<file path="config.mk">
export PLATFORM = sky130hd
export DESIGN_NAME = rr_mux_arbiter
export DESIGN_NICKNAME = d
export VERILOG_FILES = /design/src/rtl/rr_arb_pkg.sv /design/src/rtl/mux_nx1.sv /design/src/rtl/rr_mux_arbiter.sv
export SDC_FILE = /design/constraint.sdc
export NUM_CORES = 1
export LEC_CHECK = 0
export ABC_AREA = 1
export CORE_MARGIN = 2
export CORE_UTILIZATION = 40
export CTS_BUF_LIST = sky130_fd_sc_hd__clkbuf_8
export DETAILED_ROUTE_END_ITERATION = 10
export PLACE_DENSITY_LB_ADDON = 0.1
export SKIP_CTS_REPAIR_TIMING = 1
export SKIP_LAST_GASP = 1
export SLEW_MARGIN = 20
export SYNTH_ARGS = -nofsm -noshare
export SYNTH_HDL_FRONTEND = slang
export SYNTH_SLANG_ARGS = --single-unit
</file>
<file path="constraint.sdc">
create_clock -name clk -period 2 [get_ports clk]
set_input_delay 0.4 -clock clk [delete_from_list [all_inputs] [get_ports clk]]
set_output_delay 0.4 -clock clk [all_outputs]
set_load 0.03 [all_outputs]
</file>
<file path="src/rtl/rr_arb_pkg.sv">
// rr_arb_pkg: shared state enum, select-width helper and default sizes for rr_mux_arbiter
package rr_arb_pkg;
  typedef enum logic {IDLE, BUSY} state_t;
  localparam int DEF_N = 4;
  localparam int DEF_W = 8;
  localparam int DEF_TIMEOUT = 16;
  function automatic int clog2(input int v);
    int r;
    r = 1;
    while ((1 << r) < v) r++;
    return r;
  endfunction
endpackage

</file>
<file path="src/rtl/mux_nx1.sv">
// mux_nx1: parameterised N:1 mux of W-bit lanes; d packs lane i at [i*W +: W], sel picks lane, y is the chosen lane
module mux_nx1
  import rr_arb_pkg::*;
#(
  parameter int N = DEF_N,
  parameter int W = DEF_W + 1
) (
  input  logic [N*W-1:0]      d,
  input  logic [clog2(N)-1:0] sel,
  output logic [W-1:0]        y
);
  assign y = d[sel*W +: W];
endmodule

</file>
<file path="src/rtl/rr_mux_arbiter.sv">
// rr_mux_arbiter: round-robin packet arbiter driving an N:1 mux select onto one shared channel
// Ports: clk, rst (sync, active-high); req/data_in/last_in/in_ready per requester;
// out_valid/out_data/out_last/out_ready shared channel; grant (one-hot), sel (index), err (timeout pulse).
// Optional grant timeout compiled in with RR_ARB_TIMEOUT_EN; otherwise err is 0 and grants never expire.
module rr_mux_arbiter
  import rr_arb_pkg::*;
#(
  parameter int N = DEF_N,
  parameter int W = DEF_W,
  parameter int TIMEOUT = DEF_TIMEOUT
) (
  input  logic                clk,
  input  logic                rst,
  input  logic [N-1:0]        req,
  input  logic [N*W-1:0]      data_in,
  input  logic [N-1:0]        last_in,
  output logic [N-1:0]        in_ready,
  output logic                out_valid,
  output logic [W-1:0]        out_data,
  output logic                out_last,
  input  logic                out_ready,
  output logic [N-1:0]        grant,
  output logic [clog2(N)-1:0] sel,
  output logic                err
);
  localparam int SW = clog2(N);
  state_t state, state_n;
  logic [N-1:0] grant_n;
  logic [SW-1:0] sel_n, ptr, ptr_n;
  logic [N*(W+1)-1:0] bus;
  logic [W:0] m;
  logic busy, xfer_last, tmo;
  // Scan downward so the last hit written is the nearest set bit after p
  function automatic logic [SW-1:0] next_idx(input logic [N-1:0] r, input logic [SW-1:0] p);
    logic [SW-1:0] j;
    next_idx = p;
    for (int k = N; k >= 1; k--) begin
      j = SW'((int'(p) + k) % N);
      if (r[j]) next_idx = j;
    end
  endfunction
  for (genvar i = 0; i < N; i++) begin : g_bus
    assign bus[i*(W+1) +: W+1] = {last_in[i], data_in[i*W +: W]};
  end
  mux_nx1 #(.N(N), .W(W+1)) u_mux (.d(bus), .sel(sel), .y(m));
  assign busy = state == BUSY;
  assign out_valid = busy & req[sel];
  assign out_data = busy ? m[W-1:0] : '0;
  assign out_last = busy & m[W];
  // Driven from the registered grant so out_ready never reaches out_valid
  assign in_ready = (busy & out_ready) ? grant : '0;
  assign xfer_last = out_valid & out_ready & out_last;
`ifdef RR_ARB_TIMEOUT_EN
  localparam int CW = clog2(TIMEOUT + 1);
  logic [CW-1:0] cnt;
  logic err_q;
  assign tmo = busy & (cnt == CW'(TIMEOUT - 1)) & ~xfer_last;
  assign err = err_q;
  always_ff @(posedge clk) begin
    if (rst) begin
      cnt <= '0;
      err_q <= 1'b0;
    end else begin
      cnt <= busy ? cnt + 1'b1 : '0;
      err_q <= tmo;
    end
  end
`else
  // TIMEOUT is only meaningful when the timeout is compiled in
  assign tmo = 1'b0 & (TIMEOUT > 0);
  assign err = 1'b0;
`endif
  always_comb begin
    state_n = state;
    grant_n = grant;
    sel_n = sel;
    ptr_n = ptr;
    if (!busy && |req) begin
      sel_n = next_idx(req, ptr);
      grant_n = N'(1) << sel_n;
      state_n = BUSY;
    end else if (busy && (xfer_last || tmo)) begin
      state_n = IDLE;
      grant_n = '0;
      ptr_n = sel;
    end
  end
  always_ff @(posedge clk) begin
    if (rst) begin
      state <= IDLE;
      grant <= '0;
      sel <= '0;
      ptr <= SW'(N - 1);
    end else begin
      state <= state_n;
      grant <= grant_n;
      sel <= sel_n;
      ptr <= ptr_n;
    end
  end
endmodule

</file>
---- Word level (Yosys, flattened, before mapping) ----
Index checks and enable logic that the tools add are counted.
word-level totals
  word-level logic and storage cells ...... 49
  output and inout port bits .............. 21
  flip-flop bits (word level) ............. 9
cells by class
  add/subtract/negate cells ............... 4
  multiplexer cells ....................... 21
  reduce and logical (&&, ||, !) cells .... 6
  bitwise logic cells ..................... 6
  $mul .................................... 1
  shifts and indexed selects .............. 2
  $lt $le $gt $ge ......................... 5
operator list
  kind                 count
  $shiftx 36x7->9      1
  $lt 2x3->1 const B   5
  $mux 4               3
  $bmux 1 s2           5
  $mux 2               5
  $mux 8               1
  $mux 1               7
  $mul 2x4->6 const B  1
  $and 1x1->1          5
  $add 2x1->2 const B  2
  $add 2x2->2 const B  2
  $reduce_or 4->1      1
  $shl 1x2->4 const A  1
  $logic_and 1x1->1    2
  $reduce_and 2->1     1
  $reduce_bool 2->1    1
  $logic_not 1->1      1
  $not 1->1            1

---- Longest topological paths before layout ----
  depth in word-level cells ............... 10
  mapped depth ............................ 12
  mapped depth without buffers ............ 11

---- By module ----
Synthesis repeated with hierarchy kept, for this count alone.
second synthesis, totals
  cell total of the unflattened synthesis .. 231
  area, all modules ....................... 1232.4 sq um
by module, submodules not included
  module          instances  area an instance (sq um)  cells an instance
  rr_mux_arbiter  1          740.7                     126
  mux_nx1         1          491.7                     105

---- Worst setup path after synthesis ----
OpenSTA, ideal clock, no wires.
  path kind ............................... reg-to-output
  start point ............................. register sel[0]
  end point ............................... output port out_data[6]
  buffers on the path ..................... 2
  cell stages (with the launch flop) ...... 7
  arrival time ............................ 1662 ps
  required time ........................... 1600 ps
  slack ................................... -62 ps
  cell sequence ........................... dfxtp_1 -> buf_4 -> buf_4 -> nor2_1 -> nor2_1 -> o21ai_0 -> a21oi_1
between the ends
  longest elaborated chain between the ends .. 3
ends and longest elaborated chain
  item                    line                  text
  from (decl)             rr_mux_arbiter.sv:23  output logic [clog2(N)-1:0] sel,
  from (signal assigned)  rr_mux_arbiter.sv:97  sel <= sel_n;
  $mul 2x4->6             mux_nx1.sv:12         assign y = d[sel*W +: W];
  $shiftx 36x7->9         mux_nx1.sv:12
  $mux 8                  rr_mux_arbiter.sv:48  assign out_data = busy ? m[W-1:0] : '0;
  to (decl)               rr_mux_arbiter.sv:19  output logic [W-1:0] out_data,
Every way passes these cells.

---- Worst setup path after layout ----
  start point ............................. input port req[2]
  end point ............................... output port out_valid
between the ends
  longest elaborated chain between the ends .. 3
ends and longest elaborated chain
  item                          line                  text
  from (decl)                   rr_mux_arbiter.sv:14  input logic [N-1:0] req,
  $bmux 1 s2                    rr_mux_arbiter.sv:47  assign out_valid = busy & req[sel];
  $mux 1 (not written as such)  rr_mux_arbiter.sv:47
  $and 1x1->1                   rr_mux_arbiter.sv:47
  to (decl)                     rr_mux_arbiter.sv:18  output logic out_valid,
Every way passes these cells. The select of a mux whose other input is x is not followed.

==> summary.md <==
| Metric | Value |
|---|---|
| Syn_area_per_cell | `5.77 µm²` |
| Unique masters post-synth | `25` |
| CTS tree | `built` |
| Seq. cell area | `180 µm²` |
| Worst slack at placement | `93.6 ps` |
| Worst Setup Slack, final | `103 ps` |
| Largest net degree at the start of global routing | `20` |
| Worst Setup Path Type | `in2out` |
| Status | `finished, final reports clean` |
| PwrDens | `533 nW/µm²` |
| Final setup vio count | `0` |
| # rows | `18` |
| All-Layer GR Usage | `22.2%` |
| Reg2Reg Depth | `10` |
| Syn Nets | `215` |
| Max-cap violations | `0` |
| Layout Skew | `4.46 ps` |
| First-pass GRT wire length | `4870 µm` |
| Die width | `53.8 µm` |
| Slew Viols, Final | `0` |
| RSZ-0062 raised after global routing | `no` |
| Via density per instance | `4.86` |
| Leakage | `0.757 nW` |
| Fin. Hold Viols | `0` |
| Avg WL per Cell | `11.7 µm` |
| Syn. warnings | `0` |
| Vias in the first global route | `1185` |
| Placeable core area | `2410 µm²` |
| Routed Antenna Nets | `0` |
| Multi-input logic area | `713 µm²` |
| Filler cell count | `213` |
| Max Clk Rate | `527 MHz` |
| Final min period | `1900 ps` |
| Routed WL | `3100 µm` |
| Crit end category | `output pin` |
| Hpwl dp | `2450 µm` |
| Worst Hold Class | `reg2reg` |
| Fin Setup TNS | `0 ps` |
| Synthesized area | `992 µm²` |
| Total grt overflow | `0` |
| TritonRoute pass-1 iters | `4` |
| Buffers on Ports | `62` |
| N_diodes | `0` |
| Synth-to-layout area growth | `69.0%` |
| Inserted Clock Buffers | `3` |
| Layout cells sized above 1 | `23.4%` |
| Final Non-Filler Cells | `265` |
| Hold Path Stages | `2` |
| Die area | `2890 µm²` |
| DRC viols | `0` |
| Sink Count | `9` |
| Clock transition at the registers of the reported paths | `40 ps` |
| CTS HTree Levels | `1` |
| WP data required | `1600 ps` |
| Critical Path Fanout Max | `3` |
| Initial antenna violation count | `0` |
| Final period utilization | `94.9%` |
| Post-synthesis cell count | `172` |
| Flops & latches, synth | `9` |
| Clock latency at the later pin of the worst-skew pair | `230 ps` |
| Nets@finish | `279` |
| Critical path startpoint category | `primary input` |
| Seq/Total Area, Yosys | `18.2%` |
| Root Buffer | `clkbuf_8` |
| Vias | `1288` |
| Initial DRC count | `14` |
| Crit path arrival time | `1500 ps` |
| Dpl cells | `261` |
| Die H | `53.8 µm` |
| Max Root-Sink Buffers | `2` |
| Top Ports | `64` |
| Initial Util | `41.2%` |
| Worst VDD drop | `0.000452 V` |
| Gp weighted congestion | `0.849` |
## Yosys cell counts (all sizes together)
cell type / count / area (µm²)
nand3: 10 / 67.6
a41oi: 1 / 27.5
nand2: 38 / 168
buf: 5 / 38.8
dfxtp: 9 / 180
nand4: 2 / 12.5
conb: 1 / 3.75
clkbuf: 2 / 7.51
o211ai: 2 / 15.0
inv: 20 / 82.6
nor2: 41 / 161
a21oi: 19 / 110
o21ai: 22 / 118
## layer usage
layer / up-vias / wire [µm] / track usage, %
met4: 0 / 59 / 6.41
met3: 8 / 116 / 1.11
li1: 680 / - / -
met1: 561 / 1350 / 25.9
met2: 39 / 1570 / 42.7
met5: - / 0 / 0
## where the power goes
part	leakage (nW)	internal [mW]	switching [mW]
combinational	0.656	0.208	0.272
sequential	0.0739	0.194	0.0143
clock	0.0269	0.134	0.0721
total	0.757	0.536	0.358
## placed cells by master (no fill, tap or decap), types with 2 or more instances in the layout
master,synthesis,final
buf_4,3,19
inv_2,6,5
o21ai_2,2,2
o21ai_1,2,3
nand3_1,8,8
clkbuf_8,0,3
nor2_1,40,40
clkdlybuf4s50_1,0,46
inv_1,13,14
nand4_1,2,2
o21ai_0,18,17
o211ai_1,2,2
dfxtp_1,9,9
a21oi_1,17,9
nand2_1,28,28
nand2_2,10,10
a21oi_2,1,9
## final timing paths
kind                               start        end  slack, ps
worst max-delay path              req[2]  out_valid        100
worst min-delay path            grant[1]   grant[1]        510
worst max register to register    ptr[0]   grant[0]        450
worst min register to register  grant[1]   grant[1]        510
## area by class of cell
class / instances / share of cell area [%]
Clock buffer: 3 / 2.46
Clock inverter: 1 / 0.224
Inverter: 20 / 5.07
Multi-Input combinational cell: 136 / 42.5
Sequential cell: 9 / 10.7
Tap cell: 30 / 2.24
Timing Repair Buffer: 66 / 36.7
## critical path: stages
cell and delay [ps]:
clkdlybuf4s50_1 480, inv_1 90, o21ai_1 120, nand2_1 90, nor2_4 130, buf_4 180
## through the flow
| stage | hold WS (ps) | power [mW] | area (µm²) | utilization, % |
|---|---|---|---|---|
| 6_report | 505 | 0.894 | 1680 | 69.6 |
| 5_1_grt | 527 | 0.952 | 1680 | 69.6 |
| 4_1_cts | 502 | 0.896 | 1670 | 69.4 |
| 3_5_place_dp | 498 | 0.689 | 1630 | 67.5 |
| 3_3_place_gp | 487 | 0.680 | 1630 | 67.5 |
| 2_1_floorplan | 469 | 0.502 | 1020 | - |
## flip-flops by register name (all words and copies together), names as in the netlist
register and flops:
busy 1, grant 4, ptr 2, sel 2
## cell families (layout without fill, tap and decap cells)
logic type             Yosys count  count (layout)  synth area share (%)
AND/OR/NAND/NOR                 91              91                  41.2
flip-flops                       9               9                  18.2
buffers and inverters           27              90                  13.0
other                            1               1                 0.378
AO/OA/AOI/OAI                   44              44                  27.2
(Power assumes the default switching activity.)
